## src/rtl/prco_mem_stage_pkg.sv

```systemverilog
// rtl/prco_mem_stage_pkg.sv - shared types and constants for the memory stage
package prco_mem_stage_pkg;

    typedef enum logic [1:0] {
        ST_IDLE = 2'd0,
        ST_REQ  = 2'd1,
        ST_DONE = 2'd2
    } mem_state_t;

    localparam logic [15:0] PRCO_MEM_TIMEOUT_DEFAULT = 16'd255;

    localparam logic [4:0] PRCO_OP_ADD = 5'h00;
    localparam logic [4:0] PRCO_OP_LW  = 5'h10;
    localparam logic [4:0] PRCO_OP_SW  = 5'h11;

    function automatic logic is_mem_op(input logic [4:0] op);
        return (op == PRCO_OP_LW) || (op == PRCO_OP_SW);
    endfunction

endpackage

```

## src/rtl/prco_mem_stage_if.sv

```systemverilog
// rtl/prco_mem_stage_if.sv - RAM request/completion port of the memory stage
interface prco_mem_stage_if;
    logic        q_mem_req;
    logic        q_mem_we;
    logic [15:0] q_mem_addr;
    logic [15:0] q_mem_wdata;
    logic        i_mem_ack;
    logic [15:0] i_mem_rdata;

    modport master (
        output q_mem_req, q_mem_we, q_mem_addr, q_mem_wdata,
        input  i_mem_ack, i_mem_rdata
    );

    modport slave (
        input  q_mem_req, q_mem_we, q_mem_addr, q_mem_wdata,
        output i_mem_ack, i_mem_rdata
    );
endinterface

```

## src/rtl/prco_mem_timer.sv

```systemverilog
// rtl/prco_mem_timer.sv - REQ-state wait counter, flags expiry on the last allowed cycle
module prco_mem_timer
    import prco_mem_stage_pkg::*;
#(
    parameter logic [15:0] TIMEOUT_CYCLES = PRCO_MEM_TIMEOUT_DEFAULT
) (
    input  logic clk,
    input  logic reset,
    input  logic clear,
    input  logic enable,
    output logic expired
);

    logic [15:0] count;

    // expired is asserted during the TIMEOUT_CYCLES-th counted cycle so the
    // FSM leaves REQ at the end of exactly that many cycles
    assign expired = ({1'b0, count} + 17'd1) >= {1'b0, TIMEOUT_CYCLES};

    // count REQ cycles without ack; saturate once expired
    always_ff @(posedge clk or posedge reset) begin
        if (reset) begin
            count <= 16'd0;
        end else if (clear) begin
            count <= 16'd0;
        end else if (enable && !expired) begin
            count <= count + 16'd1;
        end
    end

endmodule

```

## src/rtl/prco_mem_stage.sv

```systemverilog
// rtl/prco_mem_stage.sv - LW/SW memory stage FSM; optional timeout under PRCO_MEM_TIMEOUT_EN
module prco_mem_stage
    import prco_mem_stage_pkg::*;
#(
    parameter logic [15:0] TIMEOUT_CYCLES = PRCO_MEM_TIMEOUT_DEFAULT
) (
    input  logic                   i_clk,
    input  logic                   i_reset,
    input  logic                   i_ce,
    input  logic [4:0]             i_op,
    input  logic [15:0]            i_addr,
    input  logic [15:0]            i_wdata,
    input  logic [2:0]             i_rd,
    output logic                   q_busy,
    output logic                   q_ce_reg,
    output logic                   q_reg_we,
    output logic [2:0]             q_rd,
    output logic [15:0]            q_rdata,
    output logic                   q_fault,
    prco_mem_stage_if.master       mem
);

    mem_state_t  state_q, state_d;
    logic        accept;
    logic        take_ack;
    logic        time_out;
    logic        timer_expired;
    logic        abort_q;

    logic        op_lw_q;
    logic        op_sw_q;
    logic [15:0] addr_q;
    logic [15:0] wdata_q;
    logic [2:0]  rd_q;
    logic [15:0] rdata_q;

    // state register; reset abandons any transaction in flight
    always_ff @(posedge i_clk or posedge i_reset) begin
        if (i_reset) begin
            state_q <= ST_IDLE;
        end else begin
            state_q <= state_d;
        end
    end

    // next-state and transaction strobes; ack outranks a same-cycle timeout
    always_comb begin
        state_d  = state_q;
        accept   = 1'b0;
        take_ack = 1'b0;
        time_out = 1'b0;
        case (state_q)
            ST_IDLE: begin
                if (i_ce) begin
                    accept  = 1'b1;
                    state_d = is_mem_op(i_op) ? ST_REQ : ST_DONE;
                end
            end
            ST_REQ: begin
                if (mem.i_mem_ack) begin
                    take_ack = 1'b1;
                    state_d  = ST_DONE;
                end else if (timer_expired) begin
                    time_out = 1'b1;
                    state_d  = ST_DONE;
                end
            end
            ST_DONE: begin
                state_d = ST_IDLE;
            end
            default: begin
                state_d = ST_IDLE;
            end
        endcase
    end

    // latch the request on accept; load read data only for LW on ack
    always_ff @(posedge i_clk or posedge i_reset) begin
        if (i_reset) begin
            op_lw_q <= 1'b0;
            op_sw_q <= 1'b0;
            addr_q  <= 16'd0;
            wdata_q <= 16'd0;
            rd_q    <= 3'd0;
            rdata_q <= 16'd0;
        end else if (accept) begin
            op_lw_q <= (i_op == PRCO_OP_LW);
            op_sw_q <= (i_op == PRCO_OP_SW);
            addr_q  <= i_addr;
            wdata_q <= i_wdata;
            rd_q    <= i_rd;
            rdata_q <= 16'd0;
        end else if (take_ack && op_lw_q) begin
            rdata_q <= mem.i_mem_rdata;
        end
    end

`ifdef PRCO_MEM_TIMEOUT_EN
    logic fault_q;

    prco_mem_timer #(
        .TIMEOUT_CYCLES(TIMEOUT_CYCLES)
    ) u_timer (
        .clk    (i_clk),
        .reset  (i_reset),
        .clear  (accept),
        .enable (state_q == ST_REQ && !mem.i_mem_ack),
        .expired(timer_expired)
    );

    // sticky fault plus a per-transaction abort that suppresses writeback
    always_ff @(posedge i_clk or posedge i_reset) begin
        if (i_reset) begin
            fault_q <= 1'b0;
            abort_q <= 1'b0;
        end else if (time_out) begin
            fault_q <= 1'b1;
            abort_q <= 1'b1;
        end else if (accept) begin
            abort_q <= 1'b0;
        end
    end

    assign q_fault = fault_q;
`else
    logic unused_timeout;

    assign unused_timeout = ^{TIMEOUT_CYCLES, time_out};
    assign timer_expired  = 1'b0;
    assign abort_q        = 1'b0;
    assign q_fault        = 1'b0;
`endif

    assign q_busy          = (state_q != ST_IDLE);
    assign q_ce_reg        = (state_q == ST_DONE);
    assign q_reg_we        = (state_q == ST_DONE) && op_lw_q && !abort_q;
    assign q_rd            = rd_q;
    assign q_rdata         = rdata_q;
    assign mem.q_mem_req   = (state_q == ST_REQ);
    assign mem.q_mem_we    = (state_q == ST_REQ) && op_sw_q;
    assign mem.q_mem_addr  = addr_q;
    assign mem.q_mem_wdata = wdata_q;

endmodule
```

## src/flat_wrapper.sv

```systemverilog
// flat-port wrapper written by rule: the top's interface ports become plain ports
module prco_mem_stage_flat import prco_mem_stage_pkg::*;
#(
    parameter logic [15:0] TIMEOUT_CYCLES = PRCO_MEM_TIMEOUT_DEFAULT
)
  (i_clk, i_reset, i_ce, i_op, i_addr, i_wdata, i_rd, q_busy, q_ce_reg, q_reg_we, q_rd, q_rdata, q_fault, mem_q_mem_req, mem_q_mem_we, mem_q_mem_addr, mem_q_mem_wdata, mem_i_mem_ack, mem_i_mem_rdata);
  prco_mem_stage_if mem_i ();
  input  logic i_clk;
  input  logic i_reset;
  input  logic i_ce;
  input  logic [4:0] i_op;
  input  logic [15:0] i_addr;
  input  logic [15:0] i_wdata;
  input  logic [2:0] i_rd;
  output logic q_busy;
  output logic q_ce_reg;
  output logic q_reg_we;
  output logic [2:0] q_rd;
  output logic [15:0] q_rdata;
  output logic q_fault;
  output wire logic [$bits(mem_i.q_mem_req)-1:0] mem_q_mem_req;
  output wire logic [$bits(mem_i.q_mem_we)-1:0] mem_q_mem_we;
  output wire logic [$bits(mem_i.q_mem_addr)-1:0] mem_q_mem_addr;
  output wire logic [$bits(mem_i.q_mem_wdata)-1:0] mem_q_mem_wdata;
  input wire logic [$bits(mem_i.i_mem_ack)-1:0] mem_i_mem_ack;
  input wire logic [$bits(mem_i.i_mem_rdata)-1:0] mem_i_mem_rdata;
  assign mem_q_mem_req = mem_i.q_mem_req;
  assign mem_q_mem_we = mem_i.q_mem_we;
  assign mem_q_mem_addr = mem_i.q_mem_addr;
  assign mem_q_mem_wdata = mem_i.q_mem_wdata;
  assign mem_i.i_mem_ack = mem_i_mem_ack;
  assign mem_i.i_mem_rdata = mem_i_mem_rdata;
  prco_mem_stage #(.TIMEOUT_CYCLES(TIMEOUT_CYCLES)) u_core (.i_clk(i_clk), .i_reset(i_reset), .i_ce(i_ce), .i_op(i_op), .i_addr(i_addr), .i_wdata(i_wdata), .i_rd(i_rd), .q_busy(q_busy), .q_ce_reg(q_ce_reg), .q_reg_we(q_reg_we), .q_rd(q_rd), .q_rdata(q_rdata), .q_fault(q_fault), .mem(mem_i));
endmodule
```

## config.mk

```make
export PLATFORM = sky130hd
export DESIGN_NAME = prco_mem_stage_flat
export DESIGN_NICKNAME = d
export VERILOG_FILES = /design/src/rtl/prco_mem_stage_pkg.sv /design/src/rtl/prco_mem_stage_if.sv /design/src/rtl/prco_mem_timer.sv /design/src/rtl/prco_mem_stage.sv /design/src/flat_wrapper.sv
export SDC_FILE = /design/constraint.sdc
export NUM_CORES = 1
export LEC_CHECK = 0
export CAP_MARGIN = 20
export CORE_UTILIZATION = 30
export CTS_CLUSTER_SIZE = 14
export DETAILED_ROUTE_END_ITERATION = 10
export PLACE_DENSITY = 0.76
export SYNTH_ARGS = -nofsm -noshare
export SYNTH_HDL_FRONTEND = slang
export SYNTH_SLANG_ARGS = --single-unit
```

## constraint.sdc

```tcl
create_clock -name i_clk -period 2.4 [get_ports i_clk]
set_clock_uncertainty 0.1 [all_clocks]
set_input_delay 0.48 -clock i_clk [delete_from_list [all_inputs] [get_ports i_clk]]
set_output_delay 0.48 -clock i_clk [all_outputs]
set_load 0.005 [all_outputs]
```

==> run metrics, run 1 <==
switch share 22.4%; Pint ~1.8 mW; area of the core region a little under 0.007 mm²; number of buffers added for setup after CTS 0; largest fanout on the critical path 7; number of H-tree branching levels 2; number of inserted filler cells in the final layout 628; Post-Synthesis Net Count around 210; sequential fraction of design power 48.7%; iteration-0 DRC count of the detailed router 24; fraction of synthesized cell area taken by the top area cell type between 60 and 70%; number of nets in the final layout roughly 330; Post-Synthesis Cells approximately 150; CTS clock-pin slew for the worst setup and hold paths 0.10 ns; Remaining DRCs 0; run status finished, final reports clean; Die Outline Area approximately 0.0075 mm²; row cnt 30; Combinational Power Share 23.4%; number of storage elements in the synthesis netlist 55; wire length of the first global-routing pass 8020 µm; Top Ports 117; Root Buffer sky130_fd_sc_hd__clkbuf_8; unrepaired setup endpoints after global routing no; WHS between 0.3 and 0.4 ns; sequential area share after synthesis about 64%; overflow left after global routing 0; leading cell type by number of instances after synthesis sky130_fd_sc_hd__dfrtp_1; Non-Filler Instances 370; Area Overhead vs Synth 64.8%; Hold/Removal Path Class reg -> reg; via count of the first global-routing pass 1,727; count of input and output buffers between 100 and 150; top cell type by total area after synthesis sky130_fd_sc_hd__dfrtp_1; placed wire-length estimate between 3000 and 4000 µm; Post-synth top cells 55 x sky130_fd_sc_hd__dfrtp_1, 27 x sky130_fd_sc_hd__mux2_2, 18 x sky130_fd_sc_hd__nand2_1; portion of the clock cycle consumed by the worst path in the final layout about nine tenths; worst-skew pair later-pin latency ~0.30 ns; areal power density over the cells roughly 640 mW/mm²; number of distinct library cells after synthesis 24; time the final worst path needs with I/O delays and setup ~2.2 ns; max-capacitance violation count 0; maximum clock path buffer count 2; detailed-router iteration count before antenna repair 4; via-per-instance ratio about 4.4; number of vias after detailed routing 1,626; Vert. Die Dim about 87 µm; type of element capturing the critical path primary output; number of routed nets with antenna violations 0; Slew Viols, Final 0; cells resized by post-CTS repair 0; overall power consumption 2.26 mW; number of clock sinks 55; layout cells sized above 1 between 10% and 20%; CTS hold repair buffers 0; clock share of power 27.9%; nature of the critical path startpoint flop; post-placement worst setup slack between 0.2 and 0.3 ns; Final Wtd Congestion about 0.67; CP Data Required Time 1.82 ns; switching component of the power just over 0.5 mW; Seq. cell area 0.00138 mm²; placed instance count approximately 360; leakage component of the power roughly 1.5 nW; area of combinational cells with multiple inputs between 700 and 800 µm²; top flip-flop cell by instance count after synthesis sky130_fd_sc_hd__dfrtp_1; number of warnings issued by yosys 0; worst path arrival time between 1.5 and 2 ns; Synth area leaders sky130_fd_sc_hd__dfrtp_1 64%, sky130_fd_sc_hd__mux2_2 14%, sky130_fd_sc_hd__mux2_1 4.2%; number of antenna violations at the first check in global routing 0; die width approximately 87 µm; mean area per synthesized cell 13.9 µm²; Total Routing Usage GR approximately 14%; number of buffers created by CTS 5; maximum number of pins on one net before global-route repair 56; end-of-flow core utilization 51.7%; total wirelength of the detailed-routed design between 4000 and 5000 µm; Final Hold Fails 0; number of diodes added for antenna fixing 0; minimum setup slack in the final design ~0.20 ns; # setup viols final 0; initial core utilization between 30% and 40%; share of synthesized registers carrying an async set or reset 100%; cell area after layout approximately 0.0035 mm²; clock tree from TritonCTS built; Worst Path Class, Setup reg -> out; FMAX 0.455 GHz; Worst VDD drop 0.333 mV; instance area at placement about 0.0034 mm²; Post-synth EDFFs 0; wire length per cell after detailed routing 13.4 µm; setup TNS 0 ns; area of the mapped netlist roughly 0.0021 mm²
-- worst paths after layout --
kind | start | endpoint | slack [ns] | depth (start not counted)
worst max register to register | u_core.state_q[0]$_DFFE_PP0P_ | u_core.mem.q_mem_wdata[5]$_DFFE_PP0P_ | 0.76 | 3
worst max-delay path | u_core.state_q[1]$_DFFE_PP0P_ | mem_q_mem_we | 0.20 | 3
worst min register to register | u_core.mem.q_mem_wdata[8]$_DFFE_PP0P_ | u_core.mem.q_mem_wdata[8]$_DFFE_PP0P_ | 0.39 | 1
min in group asynchronous | i_reset | u_core.mem.q_mem_wdata[2]$_DFFE_PP0P_ | 0.43 | 3
max in group asynchronous | i_reset | u_core.mem.q_mem_wdata[5]$_DFFE_PP0P_ | 1.50 | 3
worst min-delay path | u_core.mem.q_mem_wdata[8]$_DFFE_PP0P_ | u_core.mem.q_mem_wdata[8]$_DFFE_PP0P_ | 0.39 | 1
-- power groups by stage --
stage / Clock, mW / Sequential (mW) / Combinational, mW
2_1_floorplan: 0 / 1.12 / 0.164
3_3_place_gp: 0 / 1.11 / 0.524
3_5_place_dp: 0 / 1.12 / 0.536
4_1_cts: 0.659 / 1.10 / 0.540
5_1_grt: 0.687 / 1.12 / 0.569
6_report: 0.630 / 1.10 / 0.527
-- kinds of logic after synthesis --
logic type | share of synthesized area (%)
compound gates | 6.13
flops | 64.3
mux | 18.4
simple gates | 7.71
other cells | 0.175
buf+inv | 3.33
-- flip-flops by register name, indices dropped and copies added, names as in the netlist --
signal / flops
u_core.mem.q_mem_addr: 16
u_core.mem.q_mem_wdata: 16
u_core.q_rdata: 16
u_core.q_rd: 3
u_core.state_q: 2
u_core.op_lw_q: 1
u_core.op_sw_q: 1
-- critical path, stage by stage (launching register included) --
cell and delay (ns):
sky130_fd_sc_hd__dfrtp_1 0.46, sky130_fd_sc_hd__nand2b_1 0.22, sky130_fd_sc_hd__nor2_1 0.11, sky130_fd_sc_hd__clkdlybuf4s50_1 0.53
-- metal layers --
layer  wire [µm]  share of wire [%]  GRT usage, %  vias up
li1            -                  -             -      762
met1        2040                 41          15.9      785
met2        2350                 47          24.0       72
met3         478                9.7          5.90        7
met4          80                1.6          4.39        0
met5           0                  0             0        -
-- area by class of cell --
| class | instances | area share [%] |
|---|---|---|
| Clock buffer | 6 | 2.34 |
| Clock inverter | 2 | 0.992 |
| Inverter | 4 | 0.425 |
| Multi-Input combinational cell | 87 | 19.8 |
| Sequential cell | 55 | 39.0 |
| Tap cell | 96 | 3.40 |
| Timing Repair Buffer | 120 | 34.0 |
-- cell usage in the layout (no fill, tap or decap) --
cell type / netlist / final
sky130_fd_sc_hd__nor3b_4: 0 / 1
sky130_fd_sc_hd__inv_1: 4 / 3
sky130_fd_sc_hd__nand3_1: 1 / 1
sky130_fd_sc_hd__nand4b_1: 1 / 1
sky130_fd_sc_hd__and2_1: 1 / 1
sky130_fd_sc_hd__nor4b_1: 1 / 1
sky130_fd_sc_hd__nor2_4: 1 / 1
sky130_fd_sc_hd__buf_12: 0 / 1
sky130_fd_sc_hd__dfrtp_1: 55 / 55
sky130_fd_sc_hd__conb_1: 1 / 1
sky130_fd_sc_hd__buf_4: 4 / 4
sky130_fd_sc_hd__nand2_1: 18 / 18
sky130_fd_sc_hd__inv_2: 0 / 1
sky130_fd_sc_hd__o22ai_1: 1 / 1
sky130_fd_sc_hd__mux2_1: 8 / 8
sky130_fd_sc_hd__o21ai_0: 3 / 3
sky130_fd_sc_hd__clkinv_2: 0 / 1
sky130_fd_sc_hd__or2_2: 1 / 1
sky130_fd_sc_hd__nand2b_1: 2 / 2
sky130_fd_sc_hd__nor2_1: 1 / 1
sky130_fd_sc_hd__and4b_1: 1 / 1
sky130_fd_sc_hd__nor2b_1: 2 / 2
sky130_fd_sc_hd__bufinv_16: 0 / 1
sky130_fd_sc_hd__a21oi_1: 8 / 8
sky130_fd_sc_hd__clkdlybuf4s50_1: 0 / 115
sky130_fd_sc_hd__a22o_1: 8 / 8
sky130_fd_sc_hd__mux2_2: 27 / 27
sky130_fd_sc_hd__clkbuf_8: 0 / 6
Power figures use the tool's default switching activity.
==> run 2: changes to the inputs <==
ABC_AREA = 1   (was default)
PLACE_DENSITY = 0.74   (was 0.76)
clock period = 2.66 ns   (was 2.4 ns; I/O delays follow)
==> run 2 against run 1 <==
Utilization shrank 2.9 points. Synthesized cell count is 66% higher. Sequential power decreased by 10%. Final cell count grew 26%. Register-to-register slack improved by 0.30 ns. Sequential share of layout area fell by 0.46 points. Via count rose by 20%. Largest power group unchanged. Flip-flop and latch count unchanged. Critical endpoint unchanged.
==> run metrics, run 2 <==
share of synthesized registers carrying an async set or reset 100% (unchanged); count of input and output buffers 115 (unchanged); top flip-flop cell by instance count after synthesis sky130_fd_sc_hd__dfrtp_1; detailed-router iteration count before antenna repair 4 (unchanged); number of nets in the final layout 428 (+29%); Post-Synthesis Net Count 316 (+48%); Post-synth top cells 141 x sky130_fd_sc_hd__nand2_1, 55 x sky130_fd_sc_hd__dfrtp_1, 18 x sky130_fd_sc_hd__nand3_1, 8 x sky130_fd_sc_hd__inv_1, 7 x sky130_fd_sc_hd__nand2_2; overflow left after global routing 0 (unchanged); maximum number of pins on one net before global-route repair 56 (unchanged); type of element capturing the critical path primary output; switch share 24.9% (+2.5 points); run status finished, final reports clean; Worst Path Class, Setup reg -> out; number of vias after detailed routing 1,956 (+20%); leakage component of the power 1.76 nW (+21%); # setup viols final 0 (unchanged); Area Overhead vs Synth 56.1%; most frequent standard cell in the layout excluding fill and tap cells sky130_fd_sc_hd__nand2_1; Vert. Die Dim 89.4 µm (+3.3%); placed wire-length estimate 3940 µm (+9.3%); worst setup slack for register-to-register paths 1.06 ns (+0.30 ns); FMAX about 0.45 GHz; area of the core region 0.00733 mm² (+7.3%); number of warnings issued by yosys 0 (unchanged); number of routed nets with antenna violations 0 (unchanged); areal power density over the cells 530 mW/mm² (-17%); number of H-tree branching levels 2 (unchanged); Slew Viols, Final 0 (unchanged); unrepaired setup endpoints after global routing no; number of cells on the worst hold path 2 (+1); Top Ports 117 (unchanged); time the final worst path needs with I/O delays and setup ~2.2 ns; die width 89.4 µm (+3.3%); cells resized by post-CTS repair 0 (unchanged); sequential area share after synthesis 60.1% (-4.1 points); initial core utilization 31.2% (-0.12 points); setup TNS 0 ns (unchanged); worst-skew pair later-pin latency 0.29 ns (about the same); leading cell type by number of instances after synthesis sky130_fd_sc_hd__nand2_1; number of clock sinks 55 (unchanged); Final Hold Fails 0 (unchanged); Slew @ Worst Pin 0.598 ns; Total Routing Usage GR 14.0% (-0.071 points); portion of the clock cycle consumed by the worst path in the final layout between 80% and 90%; row cnt 31 (+3.3%); via count of the first global-routing pass 1,962 (+14%); relative max-transition margin around three fifths; critical register-to-register path endpoint u_core.q_rdata[1]$_DFFE_PP0P_; Post-Synthesis Cells 256 (+66%); number of storage elements in the synthesis netlist 55 (unchanged); via-per-instance ratio 4.19 (-4.7%); commonest cells after routing, fill and taps aside 141 x sky130_fd_sc_hd__nand2_1, 115 x sky130_fd_sc_hd__clkdlybuf4s50_1, 55 x sky130_fd_sc_hd__dfrtp_1; iteration-0 DRC count of the detailed router 70 (+190%); fraction of synthesized cell area taken by the top area cell type 60.1% (-4.1 points); Hold/Removal Path Class reg -> reg; max-capacitance violation count 0 (unchanged); Final Wtd Congestion 0.731 (+8.4%); worst path arrival time 1.58 ns (-0.04 ns); worst setup path endpoint mem_q_mem_we; origin of the critical flop-to-flop path u_core.state_q[0]$_DFFE_PP0P_; nature of the critical path startpoint flop; wire length per cell after detailed routing 11.2 µm (-16%); number of antenna violations at the first check in global routing 0 (unchanged); wire length of the first global-routing pass 8670 µm (+8.2%); number of diodes added for antenna fixing 0 (unchanged); clock tree from TritonCTS built; number of buffers added for setup after CTS 0 (unchanged); sequential fraction of design power 52.1% (+3.4 points); clock share of power 23.4% (-4.5 points); Pint 1.42 mW (-19%); CP Data Required Time 2.03 ns (+0.21 ns); Combinational Power Share 24.5% (+1.1 points); Synth area leaders sky130_fd_sc_hd__dfrtp_1 60%, sky130_fd_sc_hd__nand2_1 23%, sky130_fd_sc_hd__nand3_1 3.9%; WHS 0.382 ns (-0.0108 ns); CTS clock-pin slew for the worst setup and hold paths 0.08 ns (-0.02 ns); Worst VDD drop 0.206 mV (-38%); largest fanout on the critical path 5 (-2); top cell type by total area after synthesis sky130_fd_sc_hd__dfrtp_1; Die Outline Area 0.00799 mm² (+6.7%); Critical Path Start u_core.state_q[1]$_DFFE_PP0P_; CTS hold repair buffers 0 (unchanged); number of distinct library cells after synthesis 19 (-21%); maximum clock path buffer count 2 (unchanged); switching component of the power 0.471 mW (-6.8%); mean area per synthesized cell 8.94 µm² (-36%); Post-synth EDFFs 0 (unchanged); number of buffers created by CTS 5 (unchanged); number of inserted filler cells in the final layout 697 (+11%); Root Buffer sky130_fd_sc_hd__clkbuf_8; Remaining DRCs 0 (unchanged); layout cells sized above 1 6.25% (-9.8 points); area of the mapped netlist 0.00229 mm² (+6.9%); count of cells along the worst register-to-register path 4 (+1); total wirelength of the detailed-routed design 5230 µm (+5.7%)
run 2: cell count changes in the layout (fill, tap and decap cells not counted), sizes merged, moves of 4 or more:
cell and delta:
a22o -8, nand3 +18, nor2 +4, nand2 +131
inv +6, a21oi -8, mux2 -35, buf -4
run 2: area by class of cell:
class,instances,area (µm²),share of cell area [%]
multi-input cells,179,772,21.6
flip-flops and latches,55,1380,38.5
clock buffers,6,82.6,2.31
well taps,99,124,3.47
clock inverters,1,5.00,0.140
inverters,11,42.5,1.19
repair buffers,116,1170,32.8
run 2: critical path, cell delays in order (launching register included):
cell and delay (ns):
sky130_fd_sc_hd__dfrtp_1 0.39, sky130_fd_sc_hd__inv_2 0.15, sky130_fd_sc_hd__nand2_1 0.12, sky130_fd_sc_hd__nor2_1 0.11, sky130_fd_sc_hd__clkdlybuf4s50_1 0.51
run 2: layer usage:
layer  up-vias  GRT usage (%)  share of wire (%)
met5         -              0                  0
met2        76           24.4                 48
li1        996              -                  -
met3         9           4.25                6.7
met4         0           3.90                1.6
met1       875           16.7                 44
run 2: worst min path at each step:
stage	startpoint	end	slack (ns)
after floorplan	u_core.op_sw_q$_DFFE_PP0P_	u_core.op_sw_q$_DFFE_PP0P_	0.35
after global placement	u_core.mem.q_mem_wdata[14]$_DFFE_PP0P_	u_core.mem.q_mem_wdata[14]$_DFFE_PP0P_	0.36
after detailed placement	u_core.mem.q_mem_wdata[14]$_DFFE_PP0P_	u_core.mem.q_mem_wdata[14]$_DFFE_PP0P_	0.36
after CTS	u_core.mem.q_mem_wdata[14]$_DFFE_PP0P_	u_core.mem.q_mem_wdata[14]$_DFFE_PP0P_	0.39
after global routing	u_core.mem.q_mem_wdata[11]$_DFFE_PP0P_	u_core.mem.q_mem_wdata[11]$_DFFE_PP0P_	0.41
final	u_core.mem.q_mem_wdata[14]$_DFFE_PP0P_	u_core.mem.q_mem_wdata[14]$_DFFE_PP0P_	0.38
run 2: logic make-up after synthesis:
kind of cell           share of synthesized area [%]
AND/OR/NAND/NOR                                 33.1
AO/OA/AOI/OAI                                  0.437
buffers and inverters                           6.17
flip-flops                                      60.1
other                                          0.164
run 2: power groups by stage:
| stage | Combinational (mW) | Sequential, mW | Clock, mW |
|---|---|---|---|
| after floorplan | 0.161 | 1.00 | 0 |
| after global placement | 0.466 | 0.998 | 0 |
| after detailed placement | 0.473 | 1.00 | 0 |
| after CTS | 0.475 | 0.986 | 0.472 |
| after global routing | 0.519 | 0.997 | 0.509 |
| final | 0.465 | 0.985 | 0.443 |
run 2: stage by stage:
stage	worst slack, ns	area, µm²	total power, mW	util (%)	std cells
after floorplan	0.685	2290	1.17	-	256
after global placement	0.586	3490	1.46	47.6	460
after detailed placement	0.546	3490	1.47	47.6	460
after CTS	0.422	3570	1.93	48.7	467
after global routing	0.356	3570	2.03	48.7	467
final	0.451	3570	1.89	48.7	467
==> run 3: changes to the inputs <==
PLACE_DENSITY = 0.77   (was 0.74)
clock period = 1.8 ns   (was 2.66 ns; I/O delays follow)
==> run 3 against run 2 <==
Via count increased by 4.2%. Non-clock buffer count up 10. Highest routed layer unchanged. Largest power group unchanged. Critical endpoint is now mem_q_mem_req. Critical path type unchanged. Combinational power increased by 56%.
==> run metrics, run 3 (same netlist as run 2, synthesis figures left out) <==
run status finished, final reports clean; worst setup slack for register-to-register paths 0.46 ns (-0.60 ns); Remaining DRCs 0 (unchanged); WHS 0.372 ns (-0.00987 ns); nature of the critical path startpoint flop; iteration-0 DRC count of the detailed router 56 (-20%); Pint 2.09 mW (+47%); number of nets in the final layout 438 (+2.3%); Total Routing Usage GR 14.4% (+0.48 points); CTS hold repair buffers 0 (unchanged); time the final worst path needs with I/O delays and setup around 1.7 ns; post-placement worst setup slack 0.0816 ns (-0.464 ns); areal power density over the cells 770 mW/mm² (+45%); area of the core region 0.00733 mm² (unchanged); worst-skew pair later-pin latency 0.30 ns (about the same); row cnt 31 (unchanged); Final Hold Fails 0 (unchanged); instance area at placement 0.00355 mm² (+1.9%); Combinational Power Share 25.7% (+1.2 points); number of vias after detailed routing 2,039 (+4.2%); switching component of the power 0.735 mW (+56%); Final Wtd Congestion 0.769 (+5.3%); Root Buffer sky130_fd_sc_hd__clkbuf_8; largest fanout on the critical path 3 (-2); type of element capturing the critical path primary output; wire length of the first global-routing pass 8870 µm (+2.3%); clock share of power 22.8% (-0.6 points); setup TNS 0 ns (unchanged); Critical Path Start u_core.state_q[0]$_DFFE_PP0P_; detailed-route wire length on metal 1 2290 µm (-0.13%); number of H-tree branching levels 2 (unchanged); count of cells along the worst register-to-register path 6 (+2); most frequent standard cell in the layout excluding fill and tap cells sky130_fd_sc_hd__nand2_1; die width 89.4 µm (unchanged); Worst Path Class, Setup reg -> out; Worst VDD drop 0.341 mV (+66%); minimum setup slack in the final design 0.0683 ns (-0.383 ns); number of routed nets with antenna violations 0 (unchanged); number of buffers created by CTS 5 (unchanged); maximum number of pins on one net before global-route repair 56 (unchanged); clock tree from TritonCTS built; via-per-instance ratio 4.27 (+1.8%); sum of met2 wire segment lengths after detailed routing 2870 µm (+15%); placed wire-length estimate 4030 µm (+2.3%); CTS clock-pin slew for the worst setup and hold paths 0.09 ns (about the same); origin of the critical flop-to-flop path u_core.state_q[1]$_DFFE_PP0P_; switch share 26.0% (+1.1 points); worst path arrival time 1.27 ns (-0.31 ns); leakage component of the power 1.84 nW (+4.1%); Die Outline Area 0.00799 mm² (unchanged); maximum clock path buffer count 2 (unchanged); sequential fraction of design power 51.5% (-0.6 points); Area Overhead vs Synth 60.4%; Routed met3 length 359 µm (+2.3%); worst setup path endpoint mem_q_mem_req; via count of the first global-routing pass 1,956 (-0.31%); # setup viols final 0 (unchanged); number of clock sinks 55 (unchanged); overflow left after global routing 0 (unchanged); unrepaired setup endpoints after global routing no; commonest cells after routing, fill and taps aside 140 x sky130_fd_sc_hd__nand2_1, 110 x sky130_fd_sc_hd__clkdlybuf4s50_1, 55 x sky130_fd_sc_hd__dfrtp_1; number of antenna violations at the first check in global routing 0 (unchanged); end-of-flow core utilization 50.1% (+1.3 points); cell area after layout 0.00367 mm² (+2.8%); total wirelength of the detailed-routed design 5570 µm (+6.5%); Vert. Die Dim 89.4 µm (unchanged); CP Data Required Time 1.34 ns (-0.69 ns); wire length per cell after detailed routing 11.7 µm (+4.1%); Slew Viols, Final 0 (unchanged); max-capacitance violation count 0 (unchanged); critical register-to-register path endpoint u_core.mem.q_mem_wdata[4]$_DFFE_PP0P_; number of diodes added for antenna fixing 0 (unchanged); Hold/Removal Path Class in -> async; Top Ports 117 (unchanged); portion of the clock cycle consumed by the worst path in the final layout a little over nine tenths; number of inserted filler cells in the final layout 706 (+1.3%); Top Layer Used met4; initial core utilization 31.2% (unchanged); count of input and output buffers 115 (unchanged); FMAX around 0.58 GHz; layout cells sized above 1 9.23% (+3.0 points); detailed-router iteration count before antenna repair 4 (unchanged)
run 3: cell types whose count changed in the layout (fill, tap and decap cells not counted), moves of 2 or more:
cell,before,now
sky130_fd_sc_hd__clkinv_2,2,4
sky130_fd_sc_hd__buf_4,0,8
sky130_fd_sc_hd__dlygate4sd2_1,0,5
sky130_fd_sc_hd__clkdlybuf4s50_1,115,110
sky130_fd_sc_hd__inv_2,3,1
sky130_fd_sc_hd__buf_12,1,3
run 3: final cells by class:
class | count | area (µm²) | share of cell area, %
clock inverters | 3 | 15.0 | 0.409
flip-flops and latches | 55 | 1380 | 37.5
repair buffers | 126 | 1260 | 34.4
multi-input cells | 179 | 774 | 21.1
well taps | 99 | 124 | 3.37
clock buffers | 5 | 68.8 | 1.87
inverters | 11 | 48.8 | 1.33
run 3: timing repair:
action,4_1_cts,5_1_grt
hold endpoints to repair,0,0
gates resized for setup,6,1
setup buffers,5,0
setup endpoints to repair,5,2
run 3: layer usage:
metal / GRT usage [%] / vias up
met3: 4.06 / 6
met5: 0 / -
met2: 26.8 / 67
met1: 16.4 / 949
li1: - / 1017
met4: 3.46 / 0
run 3: worst max-delay path: stages, from the launching register on:
cell and delay [ns]:
sky130_fd_sc_hd__dfrtp_1 0.42, sky130_fd_sc_hd__buf_4 0.16, sky130_fd_sc_hd__nand2_2 0.08, sky130_fd_sc_hd__inv_1 0.05
sky130_fd_sc_hd__dlygate4sd2_1 0.26
run 3: power by group through the flow:
stage	Combinational, mW	Sequential [mW]	Clock (mW)
2_1_floorplan	0.239	1.48	0
3_3_place_gp	0.721	1.47	0
3_5_place_dp	0.733	1.48	0
4_1_cts	0.741	1.46	0.684
5_1_grt	0.811	1.47	0.719
6_report	0.726	1.46	0.645
run 3: per-stage QoR:
step	total power, mW	cells
floorplan	1.72	256
global placement	2.19	465
detailed placement	2.21	465
CTS	2.88	478
global route	3.00	478
finish	2.83	478
run 3: worst min path at each step:
| stage | from | endpoint | cells past startpoint |
|---|---|---|---|
| final | i_reset | u_core.mem.q_mem_wdata[5]$_DFFE_PP0P_ | 3 |
| after global routing | i_reset | u_core.q_rdata[1]$_DFFE_PP0P_ | 3 |
| after CTS | i_reset | u_core.q_rdata[1]$_DFFE_PP0P_ | 3 |
| after detailed placement | u_core.mem.q_mem_addr[13]$_DFFE_PP0P_ | u_core.mem.q_mem_addr[13]$_DFFE_PP0P_ | 2 |
| after global placement | u_core.mem.q_mem_addr[4]$_DFFE_PP0P_ | u_core.mem.q_mem_addr[4]$_DFFE_PP0P_ | 2 |
| after floorplan | i_reset | u_core.mem.q_mem_addr[0]$_DFFE_PP0P_ | 1 |
